==> src/rtl/adder_nbit_pipelined.sv <==
// Pipelined N-bit adder/subtractor: STAGES ripple slices of CHUNK full-adder cells,
// with the carry and the not-yet-consumed operand chunks registered between slices.
module adder_nbit_pipelined #(
  parameter int WIDTH  = 16,
  parameter int STAGES = 4
) (
  input  logic             clk,
  input  logic             rst,
  input  logic             valid_in,
  input  logic             stall,
  input  logic             sub,
  input  logic             carry_in,
  input  logic [WIDTH-1:0] a,
  input  logic [WIDTH-1:0] b,
  output logic             valid_out,
  output logic [WIDTH-1:0] sum,
  output logic             carry_out,
  output logic             overflow
);

  localparam int CHUNK = WIDTH / STAGES;

  if (WIDTH < 2 || STAGES < 1 || (WIDTH % STAGES) != 0) begin : g_bad_params
    $error("adder_nbit_pipelined: WIDTH must be >= 2 and a multiple of STAGES");
  end

  function automatic logic [1:0] full_add(input logic x, input logic y, input logic ci);
    full_add = {(x & y) | (ci & (x ^ y)), x ^ y ^ ci};
  endfunction

  // Bubbles load zeros so nothing undefined ever enters the pipeline.
  logic [WIDTH-1:0] a_src;
  logic [WIDTH-1:0] b_src;
  logic             cin_src;

  always_comb begin
    a_src   = '0;
    b_src   = '0;
    cin_src = 1'b0;
    if (valid_in) begin
      a_src   = a;
      b_src   = sub ? ~b : b;
      cin_src = sub | carry_in;
    end
  end

  for (genvar k = 0; k < STAGES; k++) begin : g_stage
    localparam int BIN = WIDTH - CHUNK * k;
    localparam int REM = BIN - CHUNK;

    logic             valid_d;
    logic             cin_k;
    logic [WIDTH-1:0] word_k;
    logic [BIN-1:0]   b_k;

    logic             valid_q;
    logic             carry_q;
    logic             carry_d;
    logic [WIDTH-1:0] word_q;
    logic [WIDTH-1:0] word_d;
    logic [CHUNK-1:0] chunk_sum;

    if (k == 0) begin : g_src
      assign valid_d = valid_in;
      assign cin_k   = cin_src;
      assign word_k  = a_src;
      assign b_k     = b_src;
    end else begin : g_src
      assign valid_d = g_stage[k-1].valid_q;
      assign cin_k   = g_stage[k-1].carry_q;
      assign word_k  = g_stage[k-1].word_q;
      assign b_k     = g_stage[k-1].g_rest.b_q;
    end

    always_comb begin : ripple
      logic       c;
      logic [1:0] fa;
      c         = cin_k;
      fa        = '0;
      chunk_sum = '0;
      for (int i = 0; i < CHUNK; i++) begin
        fa           = full_add(word_k[i], b_k[i], c);
        chunk_sum[i] = fa[0];
        c            = fa[1];
      end
      carry_d = c;
    end

    // word holds finished sum chunks at the top and unconsumed A chunks at the bottom,
    // so after the last slice it is exactly the aligned result.
    if (CHUNK == WIDTH) begin : g_word
      always_comb word_d = chunk_sum;
    end else begin : g_word
      always_comb word_d = {chunk_sum, word_k[WIDTH-1:CHUNK]};
    end

    always_ff @(posedge clk or posedge rst) begin
      if (rst) begin
        valid_q <= 1'b0;
        carry_q <= 1'b0;
        word_q  <= '0;
      end else if (!stall) begin
        valid_q <= valid_d;
        carry_q <= carry_d;
        word_q  <= word_d;
      end
    end

    if (REM > 0) begin : g_rest
      logic [REM-1:0] b_q;
      logic [REM-1:0] b_d;

      always_comb b_d = b_k[BIN-1:CHUNK];

      always_ff @(posedge clk or posedge rst) begin
        if (rst) begin
          b_q <= '0;
        end else if (!stall) begin
          b_q <= b_d;
        end
      end
    end

    // Carry into the MSB cell recovered from its sum bit: s = x ^ y ^ c.
    if (k == STAGES - 1) begin : g_flags
      logic ovf_q;
      logic ovf_d;

      always_comb ovf_d = (chunk_sum[CHUNK-1] ^ word_k[CHUNK-1] ^ b_k[CHUNK-1]) ^ carry_d;

      always_ff @(posedge clk or posedge rst) begin
        if (rst) begin
          ovf_q <= 1'b0;
        end else if (!stall) begin
          ovf_q <= ovf_d;
        end
      end
    end
  end

  assign valid_out = g_stage[STAGES-1].valid_q;
  assign sum       = g_stage[STAGES-1].word_q;
  assign carry_out = g_stage[STAGES-1].carry_q;
  assign overflow  = g_stage[STAGES-1].g_flags.ovf_q;

  a_inputs_known: assert property (@(posedge clk) disable iff (rst)
    (valid_in && !stall) |-> !$isunknown({a, b, carry_in, sub}))
    else $error("adder_nbit_pipelined: X/Z on a, b, carry_in or sub while accepting");

endmodule

==> config.mk <==
export PLATFORM = sky130hd
export DESIGN_NAME = adder_nbit_pipelined
export DESIGN_NICKNAME = d
export VERILOG_FILES = /design/src/rtl/adder_nbit_pipelined.sv
export SDC_FILE = /design/constraint.sdc
export NUM_CORES = 1
export LEC_CHECK = 0
export ABC_AREA = 0
export CAP_MARGIN = 5
export CORE_MARGIN = 4
export CORE_UTILIZATION = 48
export DETAILED_ROUTE_END_ITERATION = 7
export DONT_BUFFER_PORTS = 1
export PLACE_DENSITY = 0.65
export SYNTH_ARGS = -nofsm -noshare
export SYNTH_HDL_FRONTEND = slang
export SYNTH_SLANG_ARGS = --single-unit
export TNS_END_PERCENT = 20
==> constraint.sdc <==
create_clock -name clk -period 2.95 [get_ports clk]
set_input_delay 0.4425 -clock clk [delete_from_list [all_inputs] [get_ports clk]]
set_output_delay 0.4425 -clock clk [all_outputs]
set_load 0.1 [all_outputs]
# [After elaboration in Yosys (flattened, before gate mapping)]
# Index checks and enable logic that the tools add are counted.
[totals] out_inout_bits=19 word_cells=105 mem_count=0 rom_bits=0 latchBits=0 in_bits=38 ram_bits=0 regBits=97
[op_classes] mul=0 shifts=0 div=0 n_eq_ne=0 reduce_logical=0 bitwise=85 mux=4 addsub=0 n_lt_le_gt_ge=0
[ops] cell="16-bit 2-to-1 mux" count=3
[ops] cell="1-bit bitwise XOR" count=35
[ops] cell="1-bit bitwise AND" count=32
[ops] cell="1-bit bitwise OR" count=17
[ops] cell="16-bit NOT" count=1
[ops] cell="1-bit 2-to-1 mux" count=1

# [Longest topological paths before layout]
[depth] word_depth=12 depth_mapped=11 depth_no_buf=11

# [Least setup slack after synthesis]
# No wires, ideal clock.
[synth_timing] path_kind="input-to-reg" startpoint="in sub" endpoint="reg g_stage[0].word_q[15]" path_buffers=1 path_stages=9 required_time_ps=2871 t_arrival_ps=2579 setup_ps=79 setup_slack_ps=292 path_cell_list="buf_6 xor2_1 and2_1 fa_1 fa_1 fa_1 inv_1 fa_1 mux2i_1"
[synth_via] elab_chain_len=10 word_cells_on_any_way=18 classes_between="mux (3); bitwise (15)"
[synth_lines] item="start: declaration" line_no="11" text="input logic sub,"
[synth_lines] item="16-bit 2-to-1 mux" line_no="42" text="b_src = sub ? ~b : b;"
[synth_lines] item="16-bit 2-to-1 mux" line_no="40" text="if (valid_in) begin"
[synth_lines] item="1-bit bitwise XOR" line_no="28" text="full_add = {(x & y) | (ci & (x ^ y)), x ^ y ^ ci};"
[synth_lines] item="1-bit bitwise AND" line_no="28"
[synth_lines] item="1-bit bitwise OR" line_no="28"
[synth_lines] item="1-bit bitwise AND" line_no="28"
[synth_lines] item="1-bit bitwise OR" line_no="28"
[synth_lines] item="1-bit bitwise AND" line_no="28"
[synth_lines] item="1-bit bitwise OR" line_no="28"
[synth_lines] item="1-bit bitwise XOR *" line_no="28"
[synth_lines] item="end signal: assignment" line_no="105" text="word_q <= word_d;"
[synth_lines] item="end: declaration" line_no="59" text="logic [WIDTH-1:0] word_q;"
# Mark *: on every way between the ends. The rest lies on a longest branch, timed or not.
# A chain may end at the register's enable or synchronous reset.

# [Worst setup path after layout]
[layout_timing] startpoint="reg g_stage[2].carry_q" endpoint="reg g_stage[3].g_flags.ovf_q, in the netlist overflow"
[layout_via] elab_chain_len=10 word_cells_on_any_way=12 classes_between="bitwise (12)"
[layout_lines] item="start: declaration" line_no="57" text="logic carry_q;"
[layout_lines] item="start signal: assignment" line_no="104" text="carry_q <= carry_d;"
[layout_lines] item="1-bit bitwise AND" line_no="28"
[layout_lines] item="1-bit bitwise OR" line_no="28"
[layout_lines] item="1-bit bitwise AND" line_no="28"
[layout_lines] item="1-bit bitwise OR" line_no="28"
[layout_lines] item="1-bit bitwise AND" line_no="28"
[layout_lines] item="1-bit bitwise OR" line_no="28"
[layout_lines] item="1-bit bitwise XOR" line_no="28"
[layout_lines] item="net g_stage[3].chunk_sum[3]" line_no="61" text="logic [CHUNK-1:0] chunk_sum;"
[layout_lines] item="1-bit bitwise XOR (3 in a row)" line_no="129" text="always_comb ovf_d = (chunk_sum[CHUNK-1] ^ word_k[CHUNK-1] ^ b_k[CHUNK-1]) ^ carry_d;"
[layout_lines] item="end signal: assignment" line_no="135" text="ovf_q <= ovf_d;"
[layout_lines] item="end: declaration" line_no="126" text="logic ovf_q;"
# The timed path passes the listed nets, and every way through them passes these cells.

==> metrics.cfg <==
[yosys]
yosys.area_share.simple_pct=3.732
syn_inst=309
nets_in_the_synthesized_netlist=363
yosys.area.top_type=sky130_fd_sc_hd__dfrtp_1
synth.mux.area_fraction_pct=16.49
synth_compound_gate_area_share_pct=5.025
synthDistinctLibCells=20
netlist.area_leader.share_pct=57.01
post_synth_most_frequent_cells=sky130_fd_sc_hd__dfrtp_1 (97), sky130_fd_sc_hd__mux2_2 (57), sky130_fd_sc_hd__inv_1 (28), sky130_fd_sc_hd__nand2_1 (27), sky130_fd_sc_hd__o21ai_0 (18)
yosys.cell_count.top_type=sky130_fd_sc_hd__dfrtp_1
synth-edff-count=0
fraction_of_the_yosys_area_taken_by_sequential_cells_pct=57.01
asyncSetResetFlopFracSynth_pct=100.0
postSynth.topFlopCell=sky130_fd_sc_hd__dfrtp_1
synthesis.yosys.warnings=0
synth.ff_latch_count=97
yosys.area_share.adder_pct=7.523
synth_xor_area_share_pct=3.908
postSynthAreaPerCell_um2=13.78
netlist_top_cells_area=sky130_fd_sc_hd__dfrtp_1 (57%), sky130_fd_sc_hd__mux2_2 (15%), sky130_fd_sc_hd__fa_1 (7.5%)
mappedNetlistArea_um2=4258
main_combinational_cell_family_by_area_after_synthesis=multiplexers

[final_layout]
nNetsFinal=360
fill_cells=782
layout-drive-gt1-share_pct=25.08
syn_to_final_growth_pct=4.996
antenna_cells_inserted=0
postLayoutCellArea_um2=4471

[detailed_routing]
wire_per_inst_um=15.84
drt-pass1-iter-count=4
routed_via_count_divided_by_cell_count=5.074
vias=2126
drt.antenna.violating_nets=0
drt-total-wl_um=6637
remaining_drc_errors=0
drt_iter0_markers=80

[clock_network]
clkLatencyLatePin_ps=360
post_cts.repair.setup_buffers=0
postCtsHoldBufs=0
cts_max_level=3
ctsRootBufferMaster=sky130_fd_sc_hd__clkbuf_8
clkSlewWorstSetupHoldPaths_ps=100
cts-resized-gates=0
cts-buffers-inserted=9
clock_path_buffers=2
cts_tree=yes
clock_sink_count=97

[global_route]
grt_util_met3_pct=3.481
groute.usage.overall_pct=14.12
gr_overflow_total=0
grt_first_pass_wirelength_um=11140
grtUsageMet1_pct=19.63
antenna_found_initial=0
highest_utilization_routing_layer_at_the_global_route_stage=met2
first_global_vias=2234
grt_use_met2_pct=20.69
largest_net_degree_at_the_start_of_global_routing=110

[sta]
tightestPinTransition_ps=932.2
report.final.setup_viol=0
timing.final.max_slew_violations=0
fin_setup_tns_ps=0
post-route-period-util_pct=85.42
clock-skew-final_ps=8.926
min_period_ps=2520
fmaxAchievable_mhz=396.9
slew-limit-headroom_pct=37.86
final.setup.worst_slack_ps=430.2
rsz0062_at_grt=false
final_hold_viol_count=0

[worst_hold_path]
hold_path.class=in2async

[placement]
pre_cts_ws_ps=292.2
port-buffer-count=0
dp_hpwl_um=4418
global_placement_routability_congestion=0.7126
place_area_um2=4268

[pwr]
p_int_uw=2241
pwr-share-comb_pct=11.5
swShare_pct=40.35
power_density_over_cell_area_nw_per_um2=840.3
clkPwrFrac_pct=23.2
vdd_drop_max_uv=262.0
pwr-share-seq_pct=65.3
power_switching_uw=1516
p_leak_uw=0.002041

[floorplanning]
fp.dieW_um=102.2
core_area_um2=8678
die_ar_um2=10440
ios=57
initial_core_util_pct=49.06
rows=34
fp.dieH_um=102.2

[worst_setup_path]
cp_data_required_time_ps=3190
cp_data_arrival_time_ps=2760
critPathMaxFanout=2
cp-start-kind=flip-flop
critical_path_endpoint_category=flip-flop
worstSetupPathType=reg2reg

[run]
timing.max_cap.violations=0

[run_status]
run_status=finished, final reports clean

per-layer routing:
layer | vias up | routed length (µm)
li1 | 1012 | -
met1 | 1068 | 3127
met2 | 35 | 3101
met3 | 11 | 271
met4 | 0 | 137
met5 | - | 0
layout make-up:
class | instances | area [µm²] | share of cell area (%)
clock inverter | 7 | 78.83 | 1.763
multi-input combinational | 167 | 1562 | 34.93
clock buffer | 9 | 123.9 | 2.771
inverter | 28 | 108.9 | 2.435
tap | 108 | 135.1 | 3.023
timing repair buffer | 3 | 35.03 | 0.7837
sequential | 97 | 2427 | 54.30
per-stage QoR:
step                hold WS, ps  std cells  total power, µW  utilization, %
floorplan                 445.1        309             2844               -
global placement          454.4        403             2902           49.18
detailed placement        465.6        403             2933           49.18
CTS                       57.48        419             3815           51.51
global route              83.24        419             3951           51.51
finish                    55.48        419             3757           51.51
cells in the final DEF, fill, tap and decap left out:
cell,Yosys,routed
sky130_fd_sc_hd__a22o_1,11,11
sky130_fd_sc_hd__and2_1,6,6
sky130_fd_sc_hd__buf_12,0,1
sky130_fd_sc_hd__buf_4,3,2
sky130_fd_sc_hd__bufinv_16,0,1
sky130_fd_sc_hd__clkbuf_8,0,9
sky130_fd_sc_hd__clkinv_4,0,2
sky130_fd_sc_hd__clkinvlp_4,0,4
sky130_fd_sc_hd__dfrtp_1,97,97
sky130_fd_sc_hd__fa_1,16,16
sky130_fd_sc_hd__inv_1,28,27
sky130_fd_sc_hd__inv_6,0,1
sky130_fd_sc_hd__mux2_2,57,57
sky130_fd_sc_hd__mux2i_1,6,6
sky130_fd_sc_hd__nand2_1,27,27
sky130_fd_sc_hd__nand2b_4,1,1
sky130_fd_sc_hd__nor2b_1,1,1
sky130_fd_sc_hd__o21a_1,1,1
sky130_fd_sc_hd__o21ai_0,18,18
sky130_fd_sc_hd__o21ai_1,4,4
sky130_fd_sc_hd__xnor2_1,15,15
sky130_fd_sc_hd__xor2_1,4,4
cell families after synthesis:
group | after synthesis
AOI/OAI and AO/OA | 34
xor gates and xnor gates | 19
adders and majority gates | 16
buffers and inverters | 45
DFF | 97
muxes | 63
and+or+nand+nor | 35
power groups by stage:
| stage | registers, µW | clock network [µW] | logic, µW |
|---|---|---|---|
| after global placement | 2480 | 0 | 420 |
| final | 2450 | 872 | 431 |
| after detailed placement | 2490 | 0 | 442 |
| after global routing | 2490 | 959 | 498 |
| after floorplan | 2430 | 0 | 412 |
| after CTS | 2460 | 906 | 446 |
critical path, cell delays in order (launching register included):
cell,delay [ps]
sky130_fd_sc_hd__dfrtp_1,350
sky130_fd_sc_hd__inv_1,60
sky130_fd_sc_hd__fa_1,410
sky130_fd_sc_hd__inv_1,80
sky130_fd_sc_hd__fa_1,160
sky130_fd_sc_hd__inv_1,50
sky130_fd_sc_hd__fa_1,360
sky130_fd_sc_hd__inv_1,80
sky130_fd_sc_hd__fa_1,440
sky130_fd_sc_hd__xnor2_1,210
sky130_fd_sc_hd__xnor2_1,130
sky130_fd_sc_hd__o21ai_0,90
sequential cells by signal, summed over array words and instances (netlist names):
signal,flops
g_stage.valid_q,3
sum,16
g_stage.word_q,48
carry_out,1
g_stage.carry_q,3
overflow,1
g_stage.g_rest.b_q,24
valid_out,1
final timing paths:
| check | depth (start not counted) | end | slack (ps) | startpoint |
|---|---|---|---|---|
| setup / recovery | 11 | overflow | 430 | g_stage[2].carry_q |
| hold / removal | 1 | overflow | 60 | rst |
| setup reg to reg | 11 | overflow | 430 | g_stage[2].carry_q |
| hold reg to reg | 2 | g_stage[0].g_rest.b_q[10] | 490 | g_stage[0].g_rest.b_q[10] |
| max in group asynchronous | 2 | g_stage[1].word_q[0] | 2180 | rst |
| min in group clk | 2 | g_stage[0].word_q[4] | 200 | a[8] |
Note: power is estimated with default switching activity, not from simulation.
